--- src/rtl/npu_pkg.sv ---
// Types and constants shared by the NPU datapath blocks: the feeder FSM state
// encoding, the PE ctrl bit positions, and the default datapath widths.
package npu_pkg;

  localparam int unsigned DW_DEF = 16;
  localparam int unsigned AW_DEF = 10;
  localparam int unsigned LW_DEF = 10;
  localparam int unsigned OW_DEF = 8;

  // Bit positions inside the 2-bit ctrl word sent to the PE
  localparam int unsigned CTRL_FIRST = 0;
  localparam int unsigned CTRL_LAST  = 1;

  typedef enum logic [1:0] {
    IDLE  = 2'd0,
    RUN   = 2'd1,
    DRAIN = 2'd2
  } state_t;

endpackage

--- src/rtl/pe_feeder_if.sv ---
// Bundle of the feeder's command, buffer-read and PE-stream signals.
// The master modport is the feeder; the slave modport is its surroundings.
interface pe_feeder_if #(
  parameter int unsigned DW = 16,
  parameter int unsigned AW = 10,
  parameter int unsigned LW = 10,
  parameter int unsigned OW = 8
);
  logic          cmd_valid;
  logic          cmd_ready;
  logic [AW-1:0] cmd_n_base;
  logic [AW-1:0] cmd_w_base;
  logic [LW-1:0] cmd_len;
  logic [OW-1:0] cmd_n_out;
  logic          pause;
  logic          nbuf_rd;
  logic [AW-1:0] nbuf_addr;
  logic [DW-1:0] nbuf_rdata;
  logic          wbuf_rd;
  logic [AW-1:0] wbuf_addr;
  logic [DW-1:0] wbuf_rdata;
  logic [DW-1:0] neuron;
  logic [DW-1:0] weight;
  logic [1:0]    ctrl;
  logic          vld_o;
  logic          busy;
  logic          done;

  modport master (
    input  cmd_valid, cmd_n_base, cmd_w_base, cmd_len, cmd_n_out, pause,
           nbuf_rdata, wbuf_rdata,
    output cmd_ready, nbuf_rd, nbuf_addr, wbuf_rd, wbuf_addr,
           neuron, weight, ctrl, vld_o, busy, done
  );

  modport slave (
    output cmd_valid, cmd_n_base, cmd_w_base, cmd_len, cmd_n_out, pause,
           nbuf_rdata, wbuf_rdata,
    input  cmd_ready, nbuf_rd, nbuf_addr, wbuf_rd, wbuf_addr,
           neuron, weight, ctrl, vld_o, busy, done
  );

endinterface

--- src/rtl/pe_feeder_cnt.sv ---
// Nested element (i) / output-row (o) loop counter for the feeder.
// Flags first/last element of the current row and the final element of the command.
module pe_feeder_cnt
  import npu_pkg::*;
#(
  parameter int unsigned LW = LW_DEF,
  parameter int unsigned OW = OW_DEF
) (
  input  logic          clk,
  input  logic          rst_n,
  input  logic          start,
  input  logic          adv,
  input  logic [LW-1:0] len,
  input  logic [OW-1:0] n_out,
  output logic          first,
  output logic          last,
  output logic          fin
);

  logic [LW-1:0] i;
  logic [LW-1:0] len_q;
  logic [OW-1:0] o;
  logic [OW-1:0] n_out_q;

  always_ff @(posedge clk) begin
    if (!rst_n) begin
      i       <= '0;
      o       <= '0;
      len_q   <= '0;
      n_out_q <= '0;
    end else if (start) begin
      i       <= '0;
      o       <= '0;
      len_q   <= len;
      n_out_q <= n_out;
    end else if (adv) begin
      if (last) begin
        i <= '0;
        o <= o + OW'(1);
      end else begin
        i <= i + LW'(1);
      end
    end
  end

  assign first = (i == '0);
  assign last  = (i == LW'(len_q - LW'(1)));
  assign fin   = last && (o == OW'(n_out_q - OW'(1)));

endmodule

--- src/rtl/pe_feeder.sv ---
// Operand sequencer for the serial inner-product PE: walks a neuron vector
// against N_OUT weight rows and streams one operand pair per cycle with first/last flags.
module pe_feeder
  import npu_pkg::*;
#(
  parameter int unsigned DW = DW_DEF,
  parameter int unsigned AW = AW_DEF,
  parameter int unsigned LW = LW_DEF,
  parameter int unsigned OW = OW_DEF
) (
  input  logic         clk,
  input  logic         rst_n,
  pe_feeder_if.master  bus
);

  state_t        state;
  logic [AW-1:0] nptr;
  logic [AW-1:0] wptr;
  logic [AW-1:0] n_base_q;
  logic          vld_q;
  logic [1:0]    ctrl_q;
  logic [1:0]    ctrl_nxt;
  logic          first;
  logic          last;
  logic          fin;
  logic          start;
  logic          issue;
  logic          empty;

  assign start = (state == IDLE) && bus.cmd_valid;
  assign issue = (state == RUN) && !bus.pause;
  assign empty = (bus.cmd_len == '0) || (bus.cmd_n_out == '0);

  pe_feeder_cnt #(.LW(LW), .OW(OW)) u_cnt (
    .clk   (clk),
    .rst_n (rst_n),
    .start (start),
    .adv   (issue),
    .len   (bus.cmd_len),
    .n_out (bus.cmd_n_out),
    .first (first),
    .last  (last),
    .fin   (fin)
  );

  always_comb begin
    ctrl_nxt             = '0;
    ctrl_nxt[CTRL_FIRST] = first;
    ctrl_nxt[CTRL_LAST]  = last;
  end

  // FSM, read pointers and the 1-deep issue pipe toward the PE
  always_ff @(posedge clk) begin
    if (!rst_n) begin
      state    <= IDLE;
      nptr     <= '0;
      wptr     <= '0;
      n_base_q <= '0;
      vld_q    <= 1'b0;
      ctrl_q   <= '0;
    end else begin
      vld_q  <= issue;
      ctrl_q <= issue ? ctrl_nxt : 2'b00;
      case (state)
        IDLE: begin
          if (bus.cmd_valid) begin
            n_base_q <= bus.cmd_n_base;
            nptr     <= bus.cmd_n_base;
            wptr     <= bus.cmd_w_base;
            state    <= empty ? DRAIN : RUN;
          end
        end
        RUN: begin
          if (issue) begin
            wptr <= wptr + AW'(1);
            nptr <= last ? n_base_q : nptr + AW'(1);
            if (fin) state <= DRAIN;
          end
        end
        DRAIN:   state <= IDLE;
        default: state <= IDLE;
      endcase
    end
  end

  assign bus.cmd_ready = (state == IDLE);
  assign bus.busy      = (state == RUN) || (state == DRAIN);
  assign bus.done      = (state == DRAIN);
  assign bus.nbuf_rd   = issue;
  assign bus.wbuf_rd   = issue;
  assign bus.nbuf_addr = nptr;
  assign bus.wbuf_addr = wptr;
  assign bus.vld_o     = vld_q;
  assign bus.ctrl      = ctrl_q;
  // Buffer data arrives with the vld beat; gate it so the PE sees 0 otherwise
  assign bus.neuron    = vld_q ? bus.nbuf_rdata : '0;
  assign bus.weight    = vld_q ? bus.wbuf_rdata : '0;

endmodule

--- src/flat_wrapper.sv ---
// flat-port wrapper written by rule: the top's interface ports become plain ports
module pe_feeder_flat import npu_pkg::*;
#(
  parameter int unsigned DW = DW_DEF,
  parameter int unsigned AW = AW_DEF,
  parameter int unsigned LW = LW_DEF,
  parameter int unsigned OW = OW_DEF
)
  (clk, rst_n, bus_cmd_valid, bus_cmd_n_base, bus_cmd_w_base, bus_cmd_len, bus_cmd_n_out, bus_pause, bus_nbuf_rdata, bus_wbuf_rdata, bus_cmd_ready, bus_nbuf_rd, bus_nbuf_addr, bus_wbuf_rd, bus_wbuf_addr, bus_neuron, bus_weight, bus_ctrl, bus_vld_o, bus_busy, bus_done);
  pe_feeder_if #(.DW(DW), .AW(AW), .LW(LW), .OW(OW)) bus_i ();
  input  logic clk;
  input  logic rst_n;
  input wire logic [$bits(bus_i.cmd_valid)-1:0] bus_cmd_valid;
  input wire logic [$bits(bus_i.cmd_n_base)-1:0] bus_cmd_n_base;
  input wire logic [$bits(bus_i.cmd_w_base)-1:0] bus_cmd_w_base;
  input wire logic [$bits(bus_i.cmd_len)-1:0] bus_cmd_len;
  input wire logic [$bits(bus_i.cmd_n_out)-1:0] bus_cmd_n_out;
  input wire logic [$bits(bus_i.pause)-1:0] bus_pause;
  input wire logic [$bits(bus_i.nbuf_rdata)-1:0] bus_nbuf_rdata;
  input wire logic [$bits(bus_i.wbuf_rdata)-1:0] bus_wbuf_rdata;
  output wire logic [$bits(bus_i.cmd_ready)-1:0] bus_cmd_ready;
  output wire logic [$bits(bus_i.nbuf_rd)-1:0] bus_nbuf_rd;
  output wire logic [$bits(bus_i.nbuf_addr)-1:0] bus_nbuf_addr;
  output wire logic [$bits(bus_i.wbuf_rd)-1:0] bus_wbuf_rd;
  output wire logic [$bits(bus_i.wbuf_addr)-1:0] bus_wbuf_addr;
  output wire logic [$bits(bus_i.neuron)-1:0] bus_neuron;
  output wire logic [$bits(bus_i.weight)-1:0] bus_weight;
  output wire logic [$bits(bus_i.ctrl)-1:0] bus_ctrl;
  output wire logic [$bits(bus_i.vld_o)-1:0] bus_vld_o;
  output wire logic [$bits(bus_i.busy)-1:0] bus_busy;
  output wire logic [$bits(bus_i.done)-1:0] bus_done;
  assign bus_i.cmd_valid = bus_cmd_valid;
  assign bus_i.cmd_n_base = bus_cmd_n_base;
  assign bus_i.cmd_w_base = bus_cmd_w_base;
  assign bus_i.cmd_len = bus_cmd_len;
  assign bus_i.cmd_n_out = bus_cmd_n_out;
  assign bus_i.pause = bus_pause;
  assign bus_i.nbuf_rdata = bus_nbuf_rdata;
  assign bus_i.wbuf_rdata = bus_wbuf_rdata;
  assign bus_cmd_ready = bus_i.cmd_ready;
  assign bus_nbuf_rd = bus_i.nbuf_rd;
  assign bus_nbuf_addr = bus_i.nbuf_addr;
  assign bus_wbuf_rd = bus_i.wbuf_rd;
  assign bus_wbuf_addr = bus_i.wbuf_addr;
  assign bus_neuron = bus_i.neuron;
  assign bus_weight = bus_i.weight;
  assign bus_ctrl = bus_i.ctrl;
  assign bus_vld_o = bus_i.vld_o;
  assign bus_busy = bus_i.busy;
  assign bus_done = bus_i.done;
  pe_feeder #(.DW(DW), .AW(AW), .LW(LW), .OW(OW)) u_core (.clk(clk), .rst_n(rst_n), .bus(bus_i));
endmodule
--- config.mk ---
export PLATFORM = sky130hd
export DESIGN_NAME = pe_feeder_flat
export DESIGN_NICKNAME = d
export VERILOG_FILES = /design/src/rtl/npu_pkg.sv /design/src/rtl/pe_feeder_if.sv /design/src/rtl/pe_feeder_cnt.sv /design/src/rtl/pe_feeder.sv /design/src/flat_wrapper.sv
export SDC_FILE = /design/constraint.sdc
export NUM_CORES = 1
export LEC_CHECK = 0
export ABC_AREA = 1
export CAP_MARGIN = 20
export CORE_ASPECT_RATIO = 1.75
export CORE_MARGIN = 2
export CORE_UTILIZATION = 60
export CTS_BUF_LIST = sky130_fd_sc_hd__clkbuf_4 sky130_fd_sc_hd__clkbuf_8
export DETAILED_ROUTE_END_ITERATION = 8
export DONT_BUFFER_PORTS = 1
export PLACE_DENSITY_LB_ADDON = 0.2
export REMOVE_ABC_BUFFERS = 1
export SLEW_MARGIN = 20
export SYNTH_ARGS = -nofsm -noshare
export SYNTH_HDL_FRONTEND = slang
export SYNTH_SLANG_ARGS = --single-unit
--- constraint.sdc ---
create_clock -name clk -period 2.2 [get_ports clk]
set_input_delay 0.44 -clock clk [delete_from_list [all_inputs] [get_ports clk]]
set_output_delay 0.44 -clock clk [all_outputs]
set_load 0.02 [all_outputs]
==> results of run 1 <==
kinds of logic after synthesis:
group                    after synthesis
AND/OR/NAND/NOR                      305
AO/OA/AOI/OAI                        133
buffers and inverters                127
flip-flops                            71
XOR/XNOR                              34
adder cells (fa/ha/maj)               10
where the power goes:
part / internal (mW) / switching [mW] / total [mW]
sequential: 1.61 / 0.433 / 2.04
clock: 0.431 / 0.471 / 0.903
combinational: 0.969 / 1.95 / 2.92
critical path, cell delays in order, from the launching register on:
cell     delay, ns
dfxtp_2       0.34
inv_2         0.10
ha_1          0.25
nand3_4       0.12
nor2_2        0.13
nand2_1       0.16
xnor2_1       0.28
nand3_2       0.11
buf_4         0.19
nand3_1       0.09
nand3_1       0.07
a21oi_1       0.13
routing by layer:
layer	wire length, um	track usage
met5	0	0
met4	372	0.146
met2	6180	0.537
met3	685	0.0642
met1	4080	0.265
metrics by stage:
step / hold slack [ns] / std cells
5_1_grt: 0.208 / 767
3_5_place_dp: 0.447 / 753
3_3_place_gp: 0.438 / 753
6_report: 0.208 / 767
2_1_floorplan: 0.420 / 652
4_1_cts: 0.201 / 767
layout by cell type (no fill, tap or decap), drive strengths merged:
cell type | Yosys | final
nand2 | 147 | 147
inv | 98 | 98
dfxtp | 71 | 71
a21oi | 70 | 70
nor2 | 68 | 68
nand3 | 56 | 56
o21ai | 54 | 54
nand4 | 19 | 19
xnor2 | 17 | 17
xor2 | 17 | 17
buf | 10 | 15
clkbuf | 18 | 12
ha | 10 | 10
nor4 | 6 | 6
nor3 | 5 | 5
clkinv | 1 | 3
nand3b | 2 | 2
a211oi | 2 | 2
and3 | 1 | 1
o211ai | 1 | 1
o31ai | 1 | 1
o21a | 1 | 1
a221oi | 1 | 1
a31oi | 1 | 1
o221ai | 1 | 1
a311oi | 1 | 1
nor3b | 1 | 1
repair_timing:
item                                    CTS  global route
endpoints found under the setup margin    0            21
buffers inserted                          0             0
hold endpoints to repair                  0             0
resized for setup                         0             3
area by class of cell:
class | count | area [sq um]
multi-input cells | 482 | 2540
fillers | 688 | 2460
flip-flops and latches | 71 | 1420
inverters | 99 | 372
clock buffers | 12 | 146
repair buffers | 15 | 125
well taps | 86 | 108
clock inverters | 2 | 10.0
flip-flops by register name, summed over array words and instances (netlist names):
| register | flops |
|---|---|
| u_core.n_base_q | 10 |
| u_core.state | 2 |
| u_core.bus.ctrl | 2 |
| u_core.bus.nbuf_addr | 10 |
| u_core.bus.wbuf_addr | 10 |
| u_core.u_cnt.n_out_q | 8 |
| u_core.u_cnt.len_q | 10 |
| u_core.u_cnt.i | 10 |
| u_core.u_cnt.o | 8 |
| u_core.bus.vld_o | 1 |
how the worst min path moves through the flow:
stage / slack (ns) / endpoint
CTS: 0.20 / u_core.state[0]
detailed placement: 0.45 / u_core.n_base_q[7]
finish: 0.21 / u_core.state[0]
floorplan: 0.42 / u_core.bus.ctrl[0]
global placement: 0.44 / u_core.n_base_q[7]
global route: 0.21 / u_core.u_cnt.n_out_q[3]
==> results.sh, run 1 <==
export IMPL_slew_headroom=0.550
export IMPL_ys_top_cells_by_area="dfxtp_1 32%, nand2_1 12%, a21oi_1 7.9%, inv_1 7.6%, nand3_1 6.0%"
export IMPL_h_tree_depth=3
export IMPL_num_io_pins=134
export IMPL_dp_slack_ns=0.144
export IMPL_r2r_end="u_core.bus.nbuf_addr[9]"
export IMPL_area_growth_syn_to_layout_pct=6.07
export IMPL_final_cell_area_sq_um=4720
export IMPL_drt_pass1_iterations=4
export IMPL_synth_top_area_share=0.319
export IMPL_fin_skew_ns=0.0112
export IMPL_drv_cap=0
export IMPL_p_total_mw=5.86
export IMPL_yosys_mux_area_fraction=0
export IMPL_drc_errors=0
export IMPL_fin_ws_ns=0.162
export IMPL_maxSlewViolCount=0
export IMPL_synth_edf_count=0
export IMPL_rows=41
export IMPL_required_ns=2.49
export IMPL_ir_drop_uv=836
export IMPL_synth_compound_area_share=0.155
export IMPL_crit_fanout=11
export IMPL_vias_per_cell=5.71
export IMPL_grt_max_degree=52
export IMPL_hpwl_um=8610
export IMPL_r2r_slack_ns=0.16
export IMPL_hold_depth=2
export IMPL_clk_pin_slew_ns=0.07
export IMPL_diodes=0
export IMPL_overflow=0
export IMPL_synthCells=680
export IMPL_p_per_area_nw_per_um2=1240
export IMPL_synth_distinct_cells=40
export IMPL_netlist_area_sq_um=4450
export IMPL_min_from="rst_n"
export IMPL_synth_common_cells="145 x nand2_1, 90 x inv_1, 71 x dfxtp_1, 70 x a21oi_1, 58 x nor2_1"
export IMPL_die_width_um=69.1
export IMPL_die_area_sq_um=8150
export IMPL_utilization=0.657
export IMPL_placed_area_sq_um=4550
export IMPL_tns_ns=0
export IMPL_root_buffer="clkbuf_8"
export IMPL_grt_pass1_vias=4216
export IMPL_synth_simple_area_share=0.318
export IMPL_rsz0062_at_grt="false"
export IMPL_synthXorXnorAreaFrac=0.0669
export IMPL_clock_sinks=71
export IMPL_hold_viol=0
export IMPL_via_count=4381
export IMPL_synth_seq_cells=71
export IMPL_drive_gt1_frac=0.0881
export IMPL_hold_buffers=0
export IMPL_yosysWarningCount=0
export IMPL_setup_violations=0
export IMPL_io_buffers=0
export IMPL_worst_slew_pin_slew_ns=0.669
export IMPL_synth_flop_cell="dfxtp_1"
export IMPL_synthAdderAreaFrac=0.0281
export IMPL_r2r_cells=11
export IMPL_place_congestion=0.900
export IMPL_arrival_ns=2.33
export IMPL_critical_path_class="reg2reg"
export IMPL_initial_core_util=0.620
export IMPL_reg2reg_from="u_core.u_cnt.len_q[0]"
export IMPL_period_needed_ns=2.04
export IMPL_drt_iter0_markers=269
export IMPL_max_freq_mhz=491
export IMPL_ant_nets=0
export IMPL_hp_class="in2reg"
export IMPL_async_flop_share=0
export IMPL_yosysSeqAreaShare=0.319
export IMPL_wl_per_cell_um=14.8
export IMPL_yosysTopAreaCell="dfxtp_1"
export IMPL_totalWireLength_um=11300
export IMPL_ctsLongestPathBuffers=2
export IMPL_cp_endpoint="u_core.bus.nbuf_addr[9]"
export IMPL_synth_top_family_by_area="simple AND/OR/NAND/NOR gates"
export IMPL_antenna_found_initial=0
export IMPL_grt_pass1_wl_um=18600
export IMPL_die_height_um=118
export IMPL_synth_avg_cell_area_sq_um=6.54
export IMPL_cts_buffers_inserted=9
export IMPL_status="finished, final reports clean"
export IMPL_final_nets=762
export IMPL_cts_tree="yes"
export IMPL_yosysMostFrequentCell="nand2_1"
export IMPL_power_leakage_nw=2.19
export IMPL_core_sq_um=7180
export IMPL_clkLatencyLatePin_ns=0.36
export IMPL_end_kind="flip-flop"
export IMPL_track_usage=0.279
export IMPL_cp_startpoint="u_core.u_cnt.len_q[0]"
export IMPL_startpoint_type="flip-flop"
export IMPL_period_share=0.926
Power figures use the tool's default switching activity.
==> run 2, diff against run 1 <==
Settings changed: RECOVER_POWER set to 25.
==> run 2 against run 1 <==
Critical path depth did not move; global-route usage unchanged; die area unchanged; clock-buffer cell count unchanged; final area fell by 0.61%; power is 0.77% lower; first-iteration DRC count increased by 0.37%; critical endpoint unchanged.
==> results.sh, run 2 (synthesized netlist as in run 1, its figures left out) <==
export IMPL_h_tree_depth=3
export IMPL_drt_pass1_iterations=5
export IMPL_drive_gt1_frac=0.0822
export IMPL_clkLatencyLatePin_ns=0.36
export IMPL_cts_tree="yes"
export IMPL_die_area_sq_um=8150
export IMPL_area_growth_syn_to_layout_pct=5.43
export IMPL_rsz0062_at_grt="false"
export IMPL_core_sq_um=7180
export IMPL_p_per_area_nw_per_um2=1240
export IMPL_status="finished, final reports clean"
export IMPL_die_width_um=69.1
export IMPL_required_ns=2.49
export IMPL_startpoint_type="flip-flop"
export IMPL_vias_per_cell=5.71
export IMPL_hold_viol=0
export IMPL_hp_class="in2reg"
export IMPL_hpwl_um=8610
export IMPL_track_usage=0.279
export IMPL_r2r_cells=11
export IMPL_drv_cap=0
export IMPL_min_from="rst_n"
export IMPL_ant_nets=0
export IMPL_wl_met2_um=6160
export IMPL_wl_met1_um=4000
export IMPL_totalWireLength_um=11300
export IMPL_hold_depth=2
export IMPL_ir_drop_uv=830
export IMPL_num_io_pins=134
export IMPL_fin_skew_ns=0.0103
export IMPL_wl_per_cell_um=14.7
export IMPL_reg2reg_from="u_core.u_cnt.len_q[0]"
export IMPL_power_leakage_nw=2.17
export IMPL_grt_pass1_wl_um=18600
export IMPL_final_cell_mix="145 x nand2_1, 91 x inv_1, 70 x dfxtp_1, 69 x a21oi_1, 58 x nor2_1"
export IMPL_maxSlewViolCount=0
export IMPL_grt_max_degree=52
export IMPL_cp_startpoint="u_core.u_cnt.len_q[0]"
export IMPL_ctsLongestPathBuffers=2
export IMPL_layout_commonest_cell="nand2_1"
export IMPL_grt_pass1_vias=4216
export IMPL_holdWs_ns=0.205
export IMPL_met3_length_um=763
export IMPL_via_count=4383
export IMPL_drt_iter0_markers=270
export IMPL_slew_headroom=0.487
export IMPL_die_height_um=118
export IMPL_io_buffers=0
export IMPL_max_freq_mhz=491
export IMPL_p_total_mw=5.81
export IMPL_place_congestion=0.900
export IMPL_critical_path_class="reg2reg"
export IMPL_final_nets=762
export IMPL_crit_fanout=11
export IMPL_drc_errors=0
export IMPL_initial_core_util=0.620
export IMPL_routed_top_layer="met4"
export IMPL_antenna_found_initial=0
export IMPL_overflow=0
export IMPL_end_kind="flip-flop"
export IMPL_clk_pin_slew_ns=0.07
export IMPL_clock_sinks=71
export IMPL_root_buffer="clkbuf_8"
export IMPL_fillCellCount=694
export IMPL_arrival_ns=2.33
export IMPL_cts_buffers_inserted=9
export IMPL_worst_slew_pin_slew_ns=0.770
export IMPL_utilization=0.653
export IMPL_diodes=0
export IMPL_rows=41
export IMPL_period_share=0.925
export IMPL_period_needed_ns=2.03
export IMPL_setup_violations=0
==> run 2: cell types whose count changed in the layout (fill, tap and decap cells not counted), sizes merged <==
cell,before,now
buf,15,11
clkbuf,12,16
==> run 2: final cells by class <==
cell class	instances	area, sq um	area share
Timing Repair Buffer	15	96.3	0.0205
Inverter	99	372	0.0792
Tap cell	86	108	0.0229
Sequential cell	71	1420	0.303
Multi-Input combinational cell	482	2540	0.541
Clock inverter	2	10.0	0.00213
Clock buffer	12	146	0.0312
==> run 2: final timing paths <==
| check | end | slack [ns] |
|---|---|---|
| hold / removal | u_core.state[0] | 0.20 |
| setup reg to reg | u_core.bus.nbuf_addr[9] | 0.17 |
| setup / recovery | u_core.bus.nbuf_addr[9] | 0.17 |
| hold reg to reg | u_core.n_base_q[0] | 0.46 |
==> run 2: worst max-delay path, cell delays in order (launching register included) <==
cell and delay (ns):
dfxtp_2 0.35, inv_2 0.10, ha_1 0.25, nand3_4 0.12, nor2_2 0.13, nand2_1 0.16
xnor2_1 0.28, nand3_2 0.11, buf_4 0.19, nand3_1 0.09, nand3_1 0.07, a21oi_1 0.13
==> run 2: where the power goes <==
group	leakage [nW]	switching, mW	internal, mW
logic	1.50	1.94	0.929
clock network	0.0863	0.474	0.431
registers	0.584	0.433	1.61
total	2.17	2.85	2.97
==> run 2: repair_timing <==
item,CTS,global route
hold buffers,0,0
setup buffers,0,0
gates resized for setup,0,3
endpoints found under the setup margin,0,21
==> run 2: per-layer routing <==
layer,global-route usage,vias up
met4,0.146,0
li1,-,2187
met1,0.265,1991
met5,0,-
met2,0.537,175
met3,0.0642,30
==> run 2: metrics by stage <==
stage	TNS, ns	area, sq um	worst slack (ns)	std cells
global route	0	4690	0.000964	767
floorplan	-16.18	4320	-0.837	652
finish	0	4690	0.165	767
detailed placement	0	4550	0.144	753
global placement	0	4550	0.231	753
CTS	0	4710	0.136	767
